<file path="config.mk">
export PLATFORM = sky130hd
export DESIGN_NAME = fpu_addsub_seq
export DESIGN_NICKNAME = d
export VERILOG_FILES = /design/src/rtl/fpu_pkg.sv /design/src/rtl/fpu_round.sv /design/src/rtl/fpu_addsub_seq.sv
export SDC_FILE = /design/constraint.sdc
export NUM_CORES = 1
export LEC_CHECK = 0
export ABC_AREA = 1
export CAP_MARGIN = 20
export CORE_MARGIN = 10
export CORE_UTILIZATION = 54
export CTS_CLUSTER_DIAMETER = 50
export CTS_CLUSTER_SIZE = 8
export DETAILED_ROUTE_END_ITERATION = 6
export HOLD_SLACK_MARGIN = 0.03
export PLACE_DENSITY = 0.88
export SYNTH_ARGS = -nofsm -noshare
export SYNTH_HDL_FRONTEND = slang
export SYNTH_SLANG_ARGS = --single-unit
</file>
<file path="constraint.sdc">
create_clock -name clock100KHz -period 2.45 [get_ports clock100KHz]
set_input_delay 0.49 -clock clock100KHz [delete_from_list [all_inputs] [get_ports clock100KHz]]
set_output_delay 0.49 -clock clock100KHz [all_outputs]
set_load 0.01 [all_outputs]
</file>
<file path="src/rtl/fpu_pkg.sv">
// rtl/fpu_pkg.sv - shared FSM state encoding, status bit indices and exponent bias helper
package fpu_pkg;

  typedef enum logic [2:0] {
    S_IDLE,
    S_DECODE,
    S_ALIGN,
    S_ADD,
    S_NORM,
    S_ROUND,
    S_DONE
  } state_e;

  localparam int ST_EXACT     = 0;
  localparam int ST_OVERFLOW  = 1;
  localparam int ST_UNDERFLOW = 2;
  localparam int ST_INEXACT   = 3;

  function automatic int fpu_bias(input int exp_w);
    return (1 << (exp_w - 1)) - 1;
  endfunction

endpackage

</file>
<file path="src/rtl/fpu_round.sv">
// rtl/fpu_round.sv - combinational rounding and one-hot status unit
// FPU_RNE_EN selects round-to-nearest-even; otherwise truncation toward zero
module fpu_round
  import fpu_pkg::*;
#(
  parameter int EXP_W = 8,
  parameter int MAN_W = 23
) (
  input  logic                     sign_i,
  input  logic signed [EXP_W+1:0]  exp_i,
  input  logic [MAN_W+3:0]         man_i,
  input  logic                     zero_i,
  input  logic                     inf_i,
  output logic [EXP_W+MAN_W:0]     result_o,
  output logic [3:0]               status_o
);

  localparam logic signed [EXP_W+1:0] EXP_MAX  = {2'b00, {EXP_W{1'b1}}};
  localparam logic signed [EXP_W+1:0] EXP_ZERO = '0;
  localparam logic signed [EXP_W+1:0] EXP_ONE  = (EXP_W+2)'(1);

  logic                     inexact;
  logic                     round_up;
  logic [MAN_W+1:0]         man_r;
  logic [MAN_W-1:0]         frac;
  logic signed [EXP_W+1:0]  exp_r;

  // man_i layout: hidden, fraction, guard, round, sticky
  assign inexact = |man_i[2:0];

`ifdef FPU_RNE_EN
  assign round_up = man_i[2] & (man_i[1] | man_i[0] | man_i[3]);
`else
  assign round_up = 1'b0;
`endif

  assign man_r = {1'b0, man_i[MAN_W+3:3]} + {{(MAN_W+1){1'b0}}, round_up};

  always_comb begin
    exp_r    = exp_i;
    frac     = man_r[MAN_W-1:0];
    result_o = '0;
    status_o = '0;
    // Rounding carry out of the hidden bit renormalises by one
    if (man_r[MAN_W+1]) begin
      exp_r = exp_i + EXP_ONE;
      frac  = man_r[MAN_W:1];
    end
    if (inf_i || (exp_r >= EXP_MAX)) begin
      result_o              = {sign_i, {EXP_W{1'b1}}, {MAN_W{1'b0}}};
      status_o[ST_OVERFLOW] = 1'b1;
    end else if (zero_i) begin
      status_o[ST_EXACT] = 1'b1;
    end else if (exp_r <= EXP_ZERO) begin
      status_o[ST_UNDERFLOW] = 1'b1;
    end else begin
      result_o = {sign_i, exp_r[EXP_W-1:0], frac};
      if (inexact) status_o[ST_INEXACT] = 1'b1;
      else         status_o[ST_EXACT]   = 1'b1;
    end
  end

endmodule

</file>
<file path="src/rtl/fpu_addsub_seq.sv">
// rtl/fpu_addsub_seq.sv - multi-cycle FP add/sub with bit-serial align/normalise and start/busy/done handshake
// Rounding mode selected by FPU_RNE_EN (see fpu_round)
module fpu_addsub_seq
  import fpu_pkg::*;
#(
  parameter int EXP_W = 8,
  parameter int MAN_W = 23
) (
  input  logic                  clock100KHz,
  input  logic                  reset,
  input  logic                  start,
  input  logic                  op_sub,
  input  logic [EXP_W+MAN_W:0]  op_A_in,
  input  logic [EXP_W+MAN_W:0]  op_B_in,
  output logic                  busy,
  output logic                  done,
  output logic [EXP_W+MAN_W:0]  data_out,
  output logic [3:0]            status_out
);

  localparam int W  = 1 + EXP_W + MAN_W;
  localparam int MW = MAN_W + 4;
  localparam int DW = $clog2(MAN_W + 4);
  localparam logic signed [EXP_W+1:0] EXP_ONE = (EXP_W+2)'(1);

  state_e                   state_q;
  logic                     dec_ph_q;
  logic [W-1:0]             a_q, b_q;
  logic                     sign_q, eff_sub_q, inf_q, zero_q;
  logic signed [EXP_W+1:0]  exp_q;
  logic [MW-1:0]            ma_q, mb_q;
  logic [MW:0]              sum_q;
  logic [DW-1:0]            d_q;

  logic [EXP_W-1:0]         exp_a, exp_b, exp_diff;
  logic [MW-1:0]            man_a, man_b;
  logic [DW-1:0]            d_d;
  logic [MW:0]              add_d, norm_d;
  logic signed [EXP_W+1:0]  norm_exp_d;
  logic [W-1:0]             rnd_result;
  logic [3:0]               rnd_status;

  assign exp_a    = a_q[W-2:MAN_W];
  assign exp_b    = b_q[W-2:MAN_W];
  assign man_a    = {|exp_a, a_q[MAN_W-1:0], 3'b000};
  assign man_b    = {|exp_b, b_q[MAN_W-1:0], 3'b000};
  assign exp_diff = exp_a - exp_b;
  assign d_d      = (32'(exp_diff) > 32'(MAN_W + 3)) ? DW'(MAN_W + 3) : DW'(exp_diff);

  // A is the larger magnitude, so subtraction never borrows out
  assign add_d = eff_sub_q ? ({1'b0, ma_q} - {1'b0, mb_q}) : ({1'b0, ma_q} + {1'b0, mb_q});

  always_comb begin
    if (sum_q[MW]) begin
      norm_d     = {1'b0, sum_q[MW:2], sum_q[1] | sum_q[0]};
      norm_exp_d = exp_q + EXP_ONE;
    end else begin
      norm_d     = {sum_q[MW-1:0], 1'b0};
      norm_exp_d = exp_q - EXP_ONE;
    end
  end

  fpu_round #(.EXP_W(EXP_W), .MAN_W(MAN_W)) u_round (
    .sign_i   (sign_q),
    .exp_i    (exp_q),
    .man_i    (sum_q[MW-1:0]),
    .zero_i   (zero_q),
    .inf_i    (inf_q),
    .result_o (rnd_result),
    .status_o (rnd_status)
  );

  always_ff @(posedge clock100KHz) begin
    if (reset) begin
      state_q    <= S_IDLE;
      dec_ph_q   <= 1'b0;
      a_q        <= '0;
      b_q        <= '0;
      sign_q     <= 1'b0;
      eff_sub_q  <= 1'b0;
      inf_q      <= 1'b0;
      zero_q     <= 1'b0;
      exp_q      <= '0;
      ma_q       <= '0;
      mb_q       <= '0;
      sum_q      <= '0;
      d_q        <= '0;
      busy       <= 1'b0;
      done       <= 1'b0;
      data_out   <= '0;
      status_out <= '0;
    end else begin
      done <= 1'b0;
      case (state_q)
        S_IDLE: begin
          if (start) begin
            a_q      <= op_A_in;
            b_q      <= {op_B_in[W-1] ^ op_sub, op_B_in[W-2:0]};
            dec_ph_q <= 1'b0;
            zero_q   <= 1'b0;
            busy     <= 1'b1;
            state_q  <= S_DECODE;
          end
        end
        // Two decode cycles: magnitude swap, then exponent difference and unpack
        S_DECODE: begin
          if (!dec_ph_q) begin
            if (b_q[W-2:0] > a_q[W-2:0]) begin
              a_q <= b_q;
              b_q <= a_q;
            end
            dec_ph_q <= 1'b1;
          end else begin
            sign_q    <= a_q[W-1];
            eff_sub_q <= a_q[W-1] ^ b_q[W-1];
            inf_q     <= (&exp_a) | (&exp_b);
            exp_q     <= {2'b00, exp_a};
            ma_q      <= man_a;
            mb_q      <= man_b;
            d_q       <= d_d;
            state_q   <= (d_d == '0) ? S_ADD : S_ALIGN;
          end
        end
        S_ALIGN: begin
          mb_q <= {1'b0, mb_q[MW-1:2], mb_q[1] | mb_q[0]};
          d_q  <= d_q - DW'(1);
          if (d_q == DW'(1)) state_q <= S_ADD;
        end
        S_ADD: begin
          sum_q <= add_d;
          if (add_d == '0) begin
            zero_q  <= 1'b1;
            state_q <= S_ROUND;
          end else if (add_d[MW] || !add_d[MW-1]) begin
            state_q <= S_NORM;
          end else begin
            state_q <= S_ROUND;
          end
        end
        S_NORM: begin
          sum_q <= norm_d;
          exp_q <= norm_exp_d;
          if (norm_d[MW-1]) state_q <= S_ROUND;
        end
        S_ROUND: begin
          data_out   <= rnd_result;
          status_out <= rnd_status;
          done       <= 1'b1;
          state_q    <= S_DONE;
        end
        S_DONE: begin
          busy    <= 1'b0;
          state_q <= S_IDLE;
        end
        default: begin
          busy    <= 1'b0;
          state_q <= S_IDLE;
        end
      endcase
    end
  end

endmodule

</file>
# Yosys cells after proc, flatten, opt, wreduce, memory -nomap -nowiden
# Cells that the tools add are included.
# totals
register_bits	204
latch_bits	0
ram_bits	0
romBits	0
inputBits	68
output_inout_bits	38
elab_cells	118
mem_count	0
# op_classes
add_sub_neg	6
multipliers	0
div_mod_pow	0
order_cmp	4
eq_ne	13
shift	0
n_mux	47
bitwise_logic	6
n_reduce_logical	25
# ops
cell	n
32-bit 2-to-1 mux	9
32-bit one-hot mux with 2 select lines	2
28-bit 2-to-1 mux	2
28-bit one-hot mux with 2 select lines	1
27-bit one-hot mux with 2 select lines	1
31-bit greater-than comparator	1
27-bit by 27-bit adder with 28-bit output	1
28-bit zero test	1
27-bit by 27-bit subtractor with 28-bit output	1
27-bit 2-to-1 mux	1
10-bit 2-to-1 mux	2
10-bit one-hot mux with 2 select lines	1
3-bit one-hot mux with 6 select lines	1
8-bit AND reduction	2
8-bit OR reduction	2
1-bit 2-to-1 mux	15
2-bit inequality test, second input constant	7
3-bit 2-to-1 mux	4
10-bit by 2-bit adder with 10-bit output, second input constant	1
10-bit by 9-bit >= comparator with 1-bit output, second input constant	1
10-bit by 1-bit less-or-equal comparator with 1-bit output, second input constant	1
5-bit 2-to-1 mux	2
5-bit one-hot mux with 2 select lines	1
2-bit AND reduction	5
22 further kinds	36

# Depth between registers and ports, before layout
# depth
word_depth	7
mapped_depth	25
ltp_nobuf	24

# Hierarchy
# Synthesis repeated with hierarchy kept, for this count alone.
# hier_totals
cells_unflattened	2363
hier_area_um2	14511.4
# modules_own_cells
mod	instances	cells_per_inst	area_per_inst_um2	seq_area_each_um2
fpu_addsub_seq	1	2265	14069.7	4083.9
fpu_round	1	98	441.7	0.0

# Least setup slack after synthesis
# No wires, ideal clock.
# synth_timing
kind	register to register
startpoint	register sum_q[27]
endpoint	register exp_q[8]
setup_ns	0.070
arrival_time_ns	2.579
required_ns	2.380
slack_ns	-0.199
path_stages_with_launch	18
period_less_slack_ns	2.649
cell_sequence	dfxtp_1 clkbuf_1 inv_1 buf_1 ha_1 nand2_1 inv_1 o21a_1 nor2_1 nor2_1 o21ai_0 nand2_1 nand2_1 nand2_1 a21oi_1 o21ai_0 a21o_1 a21oi_1
# synth_via
elab_chain_len	2
# synth_rtl
item	line	source
start: declaration	fpu_addsub_seq.sv:32	logic [MW:0] sum_q;
start signal: assignment	fpu_addsub_seq.sv:141	sum_q <= norm_d;
10-bit 2-to-1 mux	fpu_addsub_seq.sv:54	if (sum_q[MW]) begin
10-bit one-hot mux with 2 select lines	fpu_addsub_seq.sv:94	case (state_q)
end signal: assignment	fpu_addsub_seq.sv:117	exp_q <= {2'b00, exp_a};
end signal: assignment	fpu_addsub_seq.sv:142	exp_q <= norm_exp_d;
end: declaration	fpu_addsub_seq.sv:30	logic signed [EXP_W+1:0] exp_q;
# No other way between the ends.
# A chain may end at the register's enable or synchronous reset.

# Worst setup path in the final report
# layout_timing
startpoint	register a_q[30]
endpoint	register a_q[16]
# layout_via
elab_chain_len	3
# layout_rtl
item	line	source
start: declaration	fpu_addsub_seq.sv:28	logic [W-1:0] a_q, b_q;
start signal: assignment	fpu_addsub_seq.sv:97	a_q <= op_A_in;
start signal: assignment	fpu_addsub_seq.sv:109	a_q <= b_q;
31-bit greater-than comparator	fpu_addsub_seq.sv:108	if (b_q[W-2:0] > a_q[W-2:0]) begin
2-bit inequality test (no line)	n/a	
4-bit AND reduction (no line)	n/a	
# No other way between the ends.

==> impl_metrics.yaml <==
status:
  status: "finished, violations left"
  failed_checks: "negative setup slack"
run:
  drv_cap: 0
clocking:
  root_buffer: "clkbuf_16"
  clk_pin_slew_worst_paths_ps: 60
  htree_num_levels: 1
  cts_hold_buffers: 0
  cts_tree: "yes"
  clk_latency_ps: 570
  cts_buffer_depth: 3
  numClockSinks: 204
  numCtsBuffers: 31
synthesis:
  synth_edf_count: 0
  synth.net_count: 2423
  yosysMostFrequentCell: "nand2_1"
  synth_area_leader_cell: "dfxtp_1"
  syn_avg_cell_area_um2: 6.17
  async_reset_ff_share_pct: 0
  ys_seq_area_share_pct: 29.4
  syn-cell-area_um2: 13900
  ys_top_cells_by_area: "dfxtp_1 29%, nand2_1 18%, ha_1 8.7%, o21ai_0 7.4%, nor2_1 6.9%"
  synth_flop_cell: "dfxtp_1"
  synth_seq_cells: 204
  synth_top_area_share_pct: 29.4
  synthDistinctLibCells: 48
  yosysWarnings: 0
  syn_inst: 2255
  synth_common_cells: "682 x nand2_1, 257 x nor2_1, 236 x inv_1, 205 x o21ai_0, 204 x dfxtp_1"
placement:
  place_congestion: 1.07
  dp_cells: 2808
  dpl-instance-area_um2: 16700
  numPortBuffers: 105
  dp_hpwl_um: 35700
final_layout:
  area_growth_pct: 42.8
  utilization_pct: 78.7
  final_cell_count_no_fill: 2893
  antenna_cells: 0
  nets: 2727
  fill_cells: 1517
  drive_gt1_share_pct: 27.1
  design_area_um2: 19900
critical_path:
  r2r-start: "a_q[30]"
  cp_max_fo: 6
  crit_type: "flop to flop"
  crit_path_start: "a_q[30]"
  startpoint_type: "flop"
  critPathRequiredTime_ps: 2900
  end_kind: "flop"
  arrival_ps: 3460
floorplanning:
  die_h_um: 181
  die-width_um: 181
  die_area_um2: 32600
  core_um2: 25300
  ioPinCount: 106
  start_util_pct: 55.1
  rows: 58
timing:
  worst_pin_slew_ps: 787
  hold_viol_final: 0
  clock_skew_ps: 20.2
  fin_ws_ps: -563
  slew_viol_final: 0
  relSlewSlack_pct: 47.4
  fin_setup_tns_ps: -29230
  fmax_mhz: 332
  setup_viol: 73
  min_period_ps: 3010
  rsz0062_at_grt: "yes"
  min_period_over_period_pct: 123
route:
  drc: 0
  vias_per_cell: 6.35
  vias: 18366
  drt_iter0_markers: 3017
  wire_per_inst_um: 22.5
  dr.pass1.iters: 7
  antenna_left: 0
  wl_um: 65200
global_routing:
  grt_max_degree: 106
  grt_use_total_pct: 29.6
  grt_pass1_wl_um: 81200
  first_global_vias: 15781
  grt.overflow.total: 0
  antenna_found_initial: 0
worst_hold_path:
  hp-class: "input port to flop"
  worstHoldStart: "reset"
pwr:
  p_per_area_nw_per_um2: 1300
  finalPower_w: 0.0258
  p_leak_nw: 9.07
  ir_drop_mv: 1.21
## per-stage QoR
| stage | hold slack, ps | setup WS [ps] |
|---|---|---|
| floorplan | 430 | 65.0 |
| global placement | 452 | -315 |
| detailed placement | 454 | -359 |
| CTS | 334 | -81.6 |
| global route | 365 | -570 |
| finish | 347 | -563 |
## registers in the layout, indices dropped and copies added, names as in the netlist, 5 cells and up
register / flops
a_q: 32
b_q: 32
data_out: 32
sum_q: 28
mb_q: 27
ma_q: 24
exp_q: 10
d_q: 5
## where the power goes
group,switching [W],internal [W]
clock network,0.00158,0.00225
logic,0.0104,0.00657
registers,0.000868,0.00408
total,0.0129,0.0129
## routing by layer
metal / vias to the layer above / track usage [%] / part of all wire, %
met3: 532 / 4.78 / 13
li1: 7911 / - / -
met5: - / 0 / 0
met2: 1644 / 50.1 / 45
met1: 8279 / 36.5 / 34
met4: 0 / 12.0 / 8.2
## layout by cell type, fill, tap and decap left out, drive strengths merged, types with 4 or more instances in the layout
cell type / instances
clkdlybuf4s50: 104
xnor2: 4
o21bai: 8
nor2: 266
inv: 249
nand3b: 9
nor4: 10
clkinv: 8
nand3: 101
ha: 97
xor2: 10
a21o: 5
nor3: 13
o211ai: 7
a22oi: 11
o21ai: 221
a31oi: 37
o2111ai: 4
nand4: 26
nand2: 692
dfxtp: 204
clkbuf: 44
a21oi: 151
buf: 258
a211oi: 5
## what timing repair did
| action | in CTS | in global routing |
|---|---|---|
| gates cloned | 4 | 18 |
| pin swaps | 48 | 120 |
| gates resized for setup | 142 | 373 |
| setup endpoints to repair | 68 | 85 |
| buffers inserted | 11 | 17 |
## logic make-up after synthesis
group           after synthesis  synth area share [%]
simple gates               1118                  32.6
fa+ha+maj                   100                  9.16
compound gates              461                  18.0
flops                       204                  29.4
xor+xnor                     14                 0.881
buf+inv                     358                  10.0
## final timing paths
path | endpoint | slack, ps | cells after the start
min | zero_q | 350 | 4
max | a_q[16] | -560 | 13
max reg2reg | a_q[16] | -560 | 13
min reg2reg | data_out[10] | 460 | 2
## worst max-delay path: stages (launching register included)
cell and delay, ps:
dfxtp_1 360, inv_1 120, ha_1 330, buf_4 180
nand4_1 140, nor4_2 390, buf_4 190, a31oi_1 190
nand2_8 220, nand2_8 150, clkinv_8 160, buf_16 140
nor2_1 50, nor2_1 260
## area by class of cell
class	count	area, um^2	area share (%)
clock inverters	4	33.8	0.170
inverters	253	968	4.88
multi-input cells	1695	10000	50.5
repair buffers	373	3490	17.6
clock buffers	33	793	3.99
flip-flops and latches	204	4120	20.7
repair inverters	1	16.3	0.0819
well taps	330	413	2.08
Power figures use the tool's default switching activity.
